==> src/rtl/fifo_pkg.sv <==
// Types and helpers shared by the FIFO producer/consumer blocks.
package fifo_pkg;

    typedef enum logic [1:0] {IDLE, RUN, FINISH} burst_rd_state_t;

    // Width of a word index that counts 0..n-1. Never narrower than one bit.
    function automatic int unsigned idx_width(input int unsigned n);
        return (n > 1) ? $clog2(n) : 1;
    endfunction

endpackage

==> src/rtl/skid_buf2.sv <==
// Two-entry register buffer with valid/ready on both sides.
// The head entry drives the output directly, so the outputs are registered.
module skid_buf2 #(
    parameter int unsigned W = 8
) (
    input  logic         clk,
    input  logic         rst_n,
    input  logic         in_valid,
    output logic         in_ready,
    input  logic [W-1:0] in_data,
    output logic         out_valid,
    input  logic         out_ready,
    output logic [W-1:0] out_data,
    output logic [1:0]   occ
);

    logic [W-1:0] head_q, head_d;
    logic [W-1:0] tail_q, tail_d;
    logic [1:0]   occ_q, occ_d;
    logic         push, pop;

    assign in_ready  = (occ_q != 2'd2);
    assign out_valid = (occ_q != 2'd0);
    assign out_data  = head_q;
    assign occ       = occ_q;

    assign push = in_valid && in_ready;
    assign pop  = out_valid && out_ready;

    always_comb begin
        head_d = head_q;
        tail_d = tail_q;
        occ_d  = occ_q;
        case ({push, pop})
            2'b10: begin
                if (occ_q == 2'd0) begin
                    head_d = in_data;
                end else begin
                    tail_d = in_data;
                end
                occ_d = occ_q + 2'd1;
            end
            2'b01: begin
                head_d = tail_q;
                occ_d  = occ_q - 2'd1;
            end
            // Simultaneous push and pop only happens with one entry held.
            2'b11: head_d = in_data;
            default: ;
        endcase
    end

    always_ff @(posedge clk) begin
        if (!rst_n) begin
            head_q <= '0;
            tail_q <= '0;
            occ_q  <= 2'd0;
        end else begin
            head_q <= head_d;
            tail_q <= tail_d;
            occ_q  <= occ_d;
        end
    end

endmodule

==> src/rtl/fifo_burst_reader.sv <==
// Drains a sync FIFO into a valid/ready stream framed into fixed-length bursts.
// fifo_pop depends only on registered state, never on fifo_vld or out_ready.
module fifo_burst_reader
    import fifo_pkg::*;
#(
    parameter int unsigned DW        = 24,
    parameter int unsigned BURST_LEN = 8,
    parameter int unsigned STAT_W    = 16
) (
    input  logic              clk,
    input  logic              rst_n,
    input  logic              en,
    input  logic              fifo_vld,
    input  logic [DW-1:0]     fifo_data,
    output logic              fifo_pop,
    output logic              out_valid,
    input  logic              out_ready,
    output logic [DW-1:0]     out_data,
    output logic              out_sop,
    output logic              out_eop,
    output logic              busy,
    output logic [STAT_W-1:0] burst_cnt
);

    localparam int unsigned    IW       = idx_width(BURST_LEN);
    localparam logic [IW-1:0]  LAST_IDX = IW'(BURST_LEN - 1);

    burst_rd_state_t   state_q, state_d;
    logic [IW-1:0]     widx_q, widx_d;
    logic [STAT_W-1:0] cnt_q;
    logic              take, lst;
    logic              buf_in_ready;
    logic [1:0]        occ;
    logic [DW+1:0]     buf_in, buf_out;

    assign fifo_pop = (state_q != IDLE) && buf_in_ready;
    assign take     = fifo_pop && fifo_vld;
    assign lst      = take && (widx_q == LAST_IDX);
    assign buf_in   = {widx_q == '0, widx_q == LAST_IDX, fifo_data};

    skid_buf2 #(
        .W (DW + 2)
    ) u_skid (
        .clk       (clk),
        .rst_n     (rst_n),
        .in_valid  (take),
        .in_ready  (buf_in_ready),
        .in_data   (buf_in),
        .out_valid (out_valid),
        .out_ready (out_ready),
        .out_data  (buf_out),
        .occ       (occ)
    );

    assign out_sop   = buf_out[DW+1];
    assign out_eop   = buf_out[DW];
    assign out_data  = buf_out[DW-1:0];
    assign busy      = (state_q != IDLE) || (occ != 2'd0);
    assign burst_cnt = cnt_q;

    always_comb begin
        widx_d = widx_q;
        if (take) begin
            widx_d = lst ? '0 : widx_q + 1'b1;
        end
    end

    // Leaving RUN mid-burst goes through FINISH so IDLE is only entered on a boundary.
    always_comb begin
        state_d = state_q;
        case (state_q)
            IDLE: begin
                if (en) state_d = RUN;
            end
            RUN: begin
                if (!en) state_d = ((widx_q == '0) && !take) ? IDLE : FINISH;
            end
            FINISH: begin
                if (lst) begin
                    state_d = en ? RUN : IDLE;
                end else if (en) begin
                    state_d = RUN;
                end
            end
            default: state_d = IDLE;
        endcase
    end

    always_ff @(posedge clk) begin
        if (!rst_n) begin
            state_q <= IDLE;
            widx_q  <= '0;
            cnt_q   <= '0;
        end else begin
            state_q <= state_d;
            widx_q  <= widx_d;
            if (out_valid && out_ready && out_eop) begin
                cnt_q <= cnt_q + 1'b1;
            end
        end
    end

endmodule

==> config.mk <==
export PLATFORM = sky130hd
export DESIGN_NAME = fifo_burst_reader
export DESIGN_NICKNAME = d
export VERILOG_FILES = /design/src/rtl/fifo_pkg.sv /design/src/rtl/skid_buf2.sv /design/src/rtl/fifo_burst_reader.sv
export SDC_FILE = /design/constraint.sdc
export NUM_CORES = 1
export LEC_CHECK = 0
export CORE_ASPECT_RATIO = 1.1
export CORE_MARGIN = 4
export CORE_UTILIZATION = 46
export DETAILED_ROUTE_END_ITERATION = 10
export GPL_TIMING_DRIVEN = 0
export PLACE_DENSITY = 0.75
export SYNTH_ARGS = -nofsm -noshare
export SYNTH_HDL_FRONTEND = slang
export SYNTH_HIERARCHICAL = 1
export SYNTH_SLANG_ARGS = --single-unit
==> constraint.sdc <==
create_clock -name clk -period 6.19 [get_ports clk]
set_clock_uncertainty 0.05 [all_clocks]
set_input_delay 1.238 -clock clk [delete_from_list [all_inputs] [get_ports clk]]
set_output_delay 1.238 -clock clk [all_outputs]
set_load 0.1 [all_outputs]
==> results of run 1 <==
==> where the power goes <==
part | internal (mW) | switching, mW | leakage (nW)
registers | 0.536 | 0.0331 | 0.609
clock network | 0.265 | 0.176 | 0.112
logic | 0.197 | 0.499 | 1.19
total | 0.998 | 0.707 | 1.91
==> cell families (layout without fill, tap and decap cells) <==
group | Yosys count | after routing | synth area share (%)
AND/OR/NAND/NOR | 116 | 116 | 17.8
AO/OA/AOI/OAI | 95 | 95 | 20.1
flip-flops | 75 | 75 | 43.7
multiplexers | 31 | 31 | 9.03
buffers and inverters | 31 | 119 | 4.44
XOR/XNOR | 11 | 11 | 2.80
adder cells (fa/ha/maj) | 6 | 6 | 2.18
==> layer usage <==
layer	vias to the layer above	global-route usage, %	part of all wire, %
met2	67	32.0	48
met1	1363	24.8	47
met5	-	0	0
met3	6	4.12	4.5
met4	0	6.36	0.83
li1	1436	-	-
==> worst min-delay path, delay by kind of cell (launching register included) <==
kind	cells	cell delay, ns
DFF	1	0.31
AOI/OAI and AO/OA	1	0.06
and+or+nand+nor	1	0.05
==> final timing paths <==
check	end	slack, ns	depth (start not counted)
worst max-delay path	fifo_pop	2.64	4
worst min-delay path	u_skid/tail_q[10]$_SDFFE_PN0P_	0.42	2
worst max register to register	u_skid/tail_q[5]$_SDFFE_PN0P_	3.51	11
worst min register to register	u_skid/tail_q[10]$_SDFFE_PN0P_	0.42	2
==> cell type report <==
| class | count | area share [%] |
|---|---|---|
| Buffer | 24 | 2.75 |
| Clock buffer | 10 | 2.83 |
| Clock inverter | 5 | 2.28 |
| Inverter | 7 | 0.639 |
| Multi-Input combinational cell | 259 | 39.6 |
| Sequential cell | 75 | 33.3 |
| Tap cell | 85 | 2.36 |
| Timing Repair Buffer | 73 | 16.2 |
==> synthesized netlist by cell type, types with 2 or more instances <==
master / instances / area share, %
xnor2_1: 4 / 1.0
buf_2: 3 / 0.44
o211a_1: 26 / 7.6
a21boi_0: 29 / 6.3
inv_1: 6 / 0.66
buf_6: 4 / 1.3
nand2_1: 65 / 7.1
xor2_1: 7 / 1.8
nor3_1: 5 / 0.73
clkbuf_1: 17 / 1.9
nand2b_1: 6 / 1.1
o21ai_0: 29 / 4.2
a21oi_1: 5 / 0.73
dfxtp_1: 75 / 44
ha_1: 6 / 2.2
nor4_2: 3 / 1.1
nor2_1: 2 / 0.22
mux2i_1: 31 / 9.0
and2_1: 10 / 1.8
nand3_1: 6 / 0.87
or3_1: 3 / 0.55
nand4_2: 2 / 0.73
nor3b_1: 2 / 0.44
o21a_1: 2 / 0.44
nor2b_1: 4 / 0.73
==> flip-flops by register name (all words and copies together), names as in the netlist <==
register and count:
burst_cnt 16, state_q 2, u_skid/occ 2, u_skid/out_data 26
u_skid/tail_q 26, widx_q 3
==> through the flow <==
| step | instances | power [mW] | hold WS [ns] | setup WS [ns] | instance area [sq um] |
|---|---|---|---|---|---|
| CTS | 538 | 1.72 | 0.420 | 2.63 | 4500 |
| finish | 538 | 1.71 | 0.418 | 2.64 | 4500 |
| detailed placement | 523 | 1.28 | 0.410 | 2.35 | 4270 |
| global placement | 523 | 1.27 | 0.400 | 2.34 | 4270 |
| global route | 538 | 1.78 | 0.439 | 2.46 | 4500 |
| floorplan | 365 | 1.11 | 0.393 | 3.38 | 3440 |
==> impl_metrics.py, run 1 <==
metrics = {
    "setup_path": {
        "cp-startpoint": "u_skid/occ[0]$_SDFFE_PN0P_",
        "r2r-start": "u_skid/occ[0]$_SDFFE_PN0P_",
        "critPathTopFamily": "buffers and inverters",
        "worst_path_max_delay_cell": "clkdlybuf4s50_1",
        "crit_fanout": 7,
        "critPathLaunchType": "register",
        "cp_num_buf_inv": 2,
        "crit_required_ns": 4.90,
        "crit_type": "register to output pin",
        "arrival_ns": 2.26,
        "critPathCaptureType": "output pin",
        "path_cells": "buf_6 > nand2b_1 > o21a_1 > clkdlybuf4s50_1",
        "max_stage_delay_ns": 1.14,
    },
    "min_path": {
        "min_path_type": "register to register",
        "hp-start": "u_skid/tail_q[10]$_SDFFE_PN0P_",
    },
    "drt": {
        "post_drt_wl_per_cell_um": 15.0,
        "drt_iter0_markers": 101,
        "detail-route-antenna-nets": 0,
        "drt-pass1-iter-count": 4,
        "wl_um": 8080,
        "drc": 0,
        "vias": 2872,
        "via_per_inst": 5.34,
    },
    "timing": {
        "rsz0062_at_grt": "false",
        "fmax_ghz": 0.282,
        "hold_viol": 0,
        "timing.final.crit_share_pct": 57.4,
        "setup_tns_ns": 0,
        "maxSlewViolCount": 0,
        "setup_viol": 0,
        "period_needed_ns": 3.55,
        "worst_pin_slew_ns": 0.994,
        "relSlewSlack_pct": 33.5,
    },
    "logic_synthesis": {
        "synth-main-ff-cell": "dfxtp_1",
        "synth_edf_count": 0,
        "synth_area_per_cell_sq_um": 9.42,
        "yosysSeqAreaShare_pct": 43.7,
        "synth.net_count": 400,
        "yosysWarnings": 6,
        "ys_ff_latch": 75,
        "ys_types": 38,
        "synthArstFlopShare_pct": 0,
        "synth_cells": 365,
        "synthesis.area_sq_mm": 0.00344,
    },
    "clock_tree": {
        "cts_tree": "yes",
        "cts_resized": 0,
        "root_buffer": "clkbuf_8",
        "cts_made_buffers": 9,
        "cts_setup_buffers": 0,
        "h-tree-depth": 3,
        "clockBufferDepth": 2,
        "holdBufCountCts": 0,
        "cts.sinks": 75,
        "clkTransAtPathRegs_ns": 0.07,
        "clk_latency_ns": 0.34,
    },
    "cells_and_area": {
        "layout_commonest_cell": "dfxtp_1",
        "final_cell_mix": "75 x dfxtp_1, 73 x clkdlybuf4s50_1, 65 x nand2_1",
        "antenna_cells": 0,
        "final_layout_size_suffix_gt1_share_pct": 7.06,
        "area_delta_synth_final_pct": 31.1,
        "final_util_pct": 63.2,
        "ff_latch_area_sq_mm": 0.00150,
        "fill_cells": 615,
        "multi_input_area_sq_mm": 0.00178,
        "final_nets": 484,
    },
    "floorplanning": {
        "ioPinCount": 74,
        "rows": 32,
        "start_util_pct": 48.2,
        "die_w_um": 90.4,
        "die_h_um": 98.7,
        "die_area_sq_mm": 0.00892,
        "core_area_sq_mm": 0.00713,
    },
    "grt": {
        "gr-usage-all-layers_pct": 19.2,
        "antenna_found_initial": 0,
        "grt_pass1_vias": 2935,
        "grt_pass1_wl_um": 14200,
        "grt_max_degree": 13,
        "gr-total-overflow": 0,
    },
    "placement": {
        "gp_routability_congestion": 0.785,
        "io_buffers": 73,
        "dp_hpwl_um": 5730,
    },
    "power_and_ir_drop": {
        "ir_drop_mv": 0.284,
        "p_leak_nw": 1.91,
        "p_per_area_mw_per_mm2": 379,
    },
    "outcome": {
        "status": "finished, final reports clean",
    },
    "flow_run": {
        "cap_violations": 0,
    },
}
(Power assumes the default switching activity.)
==> run 2: changes to the inputs <==
--- a/config.mk
+++ b/config.mk
@@ -10,7 +10,7 @@
 export CORE_UTILIZATION = 46
 export DETAILED_ROUTE_END_ITERATION = 10
 export GPL_TIMING_DRIVEN = 0
-export PLACE_DENSITY = 0.75
+export PLACE_DENSITY = 0.78
 export SYNTH_ARGS = -nofsm -noshare
 export SYNTH_HDL_FRONTEND = slang
 export SYNTH_HIERARCHICAL = 1
==> constraint.sdc (replaced) <==
create_clock -name clk -period 3.1 [get_ports clk]
set_clock_uncertainty 0.05 [all_clocks]
set_input_delay 0.62 -clock clk [delete_from_list [all_inputs] [get_ports clk]]
set_output_delay 0.62 -clock clk [all_outputs]
set_load 0.1 [all_outputs]
==> run 2 against run 1 <==
Net effect: sequential cell count unchanged; non-clock buffer count unchanged; die area unchanged; register-to-register slack worse by 3.1 ns; worst setup slack worse by 2.5 ns; global-route usage down 0.56 points; via count up 2.2%; highest routed layer unchanged; sequential share of layout area up 0.056 points; combinational power up 100%; critical path type unchanged; clock power up 88%.
==> impl_metrics.py, run 2 (synthesized netlist as in run 1, its figures left out) <==
metrics = {
    "drt": {
        "detail-route-antenna-nets": 0,
        "drc": 0,
        "drt-pass1-iter-count": 4,
        "wl_um": 8290,
        "vias": 2935,
        "drt_iter0_markers": 132,
        "via_per_inst": 5.45,
        "post_drt_wl_per_cell_um": 15.4,
    },
    "timing": {
        "setup_ws_ns": 0.130,
        "hold_viol": 0,
        "whs_ns": 0.417,
        "rsz0062_at_grt": "false",
        "timing.final.crit_share_pct": 95.8,
        "maxSlewViolCount": 0,
        "worst_pin_slew_ns": 1.00,
        "period_needed_ns": 2.97,
        "setup_tns_ns": 0,
        "fmax_ghz": 0.337,
        "relSlewSlack_pct": 32.9,
        "setup_viol": 0,
    },
    "power_and_ir_drop": {
        "p_leak_nw": 1.92,
        "ir_drop_mv": 0.624,
        "report.power.total_mw": 3.36,
        "p_per_area_mw_per_mm2": 747,
    },
    "cells_and_area": {
        "antenna_cells": 0,
        "area_delta_synth_final_pct": 30.8,
        "final_layout_size_suffix_gt1_share_pct": 7.71,
        "final_cell_area_sq_mm": 0.00450,
        "layout_commonest_cell": "dfxtp_1",
        "final_cell_mix": "75 x dfxtp_1, 73 x clkdlybuf4s50_1, 65 x nand2_1",
        "final_nets": 484,
    },
    "grt": {
        "gr-usage-all-layers_pct": 18.6,
        "antenna_found_initial": 0,
        "grt_pass1_vias": 2938,
        "grt_max_degree": 13,
        "use_met1_pct": 23.5,
        "met2_usage_pct": 31.7,
        "grt_pass1_wl_um": 13800,
        "met3_usage_pct": 3.66,
        "gr-max-usage-layer": "met2",
        "gr-total-overflow": 0,
    },
    "floorplanning": {
        "core_area_sq_mm": 0.00713,
        "start_util_pct": 48.2,
        "ioPinCount": 74,
        "die_h_um": 98.7,
        "rows": 32,
        "die_area_sq_mm": 0.00892,
        "die_w_um": 90.4,
    },
    "setup_path": {
        "rr_endpoint": "u_skid/tail_q[5]$_SDFFE_PN0P_",
        "arrival_ns": 2.30,
        "worst_path_max_delay_cell": "clkdlybuf4s50_1",
        "r2r-start": "u_skid/occ[0]$_SDFFE_PN0P_",
        "reg2regPathDepth": 11,
        "crit_type": "register to output pin",
        "critPathCaptureType": "output pin",
        "crit_fanout": 7,
        "r2r_slack_ns": 0.40,
        "critPathLaunchType": "register",
        "max_stage_delay_ns": 1.14,
        "path_cells": "buf_6 > nand2b_1 > o21a_1 > clkdlybuf4s50_1",
        "crit_required_ns": 2.43,
    },
    "min_path": {
        "min_path_cells": 2,
        "min_to": "u_skid/tail_q[13]$_SDFFE_PN0P_",
        "hp-start": "u_skid/tail_q[13]$_SDFFE_PN0P_",
        "min_path_type": "register to register",
    },
    "placement": {
        "dp_slack_ns": -0.135,
        "gp_routability_congestion": 0.775,
        "io_buffers": 73,
        "dp_hpwl_um": 5820,
        "postPlaceCellArea_sq_mm": 0.00427,
    },
    "clock_tree": {
        "cts_tree": "yes",
        "clk_latency_ns": 0.34,
        "h-tree-depth": 3,
        "cts_resized": 0,
        "clockBufferDepth": 2,
        "clkTransAtPathRegs_ns": 0.07,
        "holdBufCountCts": 0,
        "cts_setup_buffers": 0,
        "cts_made_buffers": 9,
        "root_buffer": "clkbuf_8",
        "cts.sinks": 75,
    },
    "flow_run": {
        "cap_violations": 0,
    },
    "outcome": {
        "status": "finished, final reports clean",
    },
}
[run 2: cell types whose count changed in the layout (fill, tap and decap cells not counted)]
cell	previous run	this run
clkbuf_8	9	10
clkinvlp_4	1	0
clkbuf_2	0	3
bufinv_16	3	2
clkbuf_1	18	16
clkinv_4	0	1
[run 2: where the power goes]
| group | leakage [nW] | total (mW) | switching (mW) | internal, mW |
|---|---|---|---|---|
| clock | 0.111 | 0.827 | 0.351 | 0.476 |
| sequential | 0.609 | 1.14 | 0.0665 | 1.07 |
| combinational | 1.20 | 1.40 | 1.00 | 0.394 |
| total | 1.92 | 3.36 | 1.42 | 1.94 |
[run 2: metal layers]
metal / vias to the layer above / wire [um]
met3: 8 / 493
li1: 1439 / -
met2: 94 / 4030
met4: 0 / 76
met1: 1394 / 3690
met5: - / 0
[run 2: stage by stage]
stage,cells,utilization (%)
3_3_place_gp,523,60.0
5_1_grt,539,63.1
4_1_cts,539,63.0
6_report,539,63.1
2_1_floorplan,365,-
3_5_place_dp,523,60.0
[run 2: cell type report]
cell class	instances	area [sq um]
fill	614	2630
multi-input combinational	259	1780
sequential	75	1500
timing repair buffer	73	731
clock buffer	12	145
buffer	24	128
tap	85	106
clock inverter	4	73.8
inverter	7	28.8
[run 2: worst max path at each step]
stage	slack (ns)	depth (start not counted)	startpoint	to
after floorplan	0.69	10	u_skid/occ[1]$_SDFFE_PN0P_	u_skid/out_data[15]$_SDFFE_PN0P_
after global placement	-0.07	10	out_ready	u_skid/out_data[25]$_SDFFE_PN0P_
after detailed placement	-0.14	10	out_ready	u_skid/out_data[23]$_SDFFE_PN0P_
after CTS	0.12	4	u_skid/occ[0]$_SDFFE_PN0P_	fifo_pop
after global routing	0.05	4	u_skid/occ[0]$_SDFFE_PN0P_	fifo_pop
final	0.13	4	u_skid/occ[0]$_SDFFE_PN0P_	fifo_pop
[run 2: worst max-delay path: cells and delay by family, from the launching register on]
kind | cells | cell delay [ns]
buf+inv | 2 | 1.28
flops | 1 | 0.35
simple gates | 1 | 0.16
compound gates | 1 | 0.16
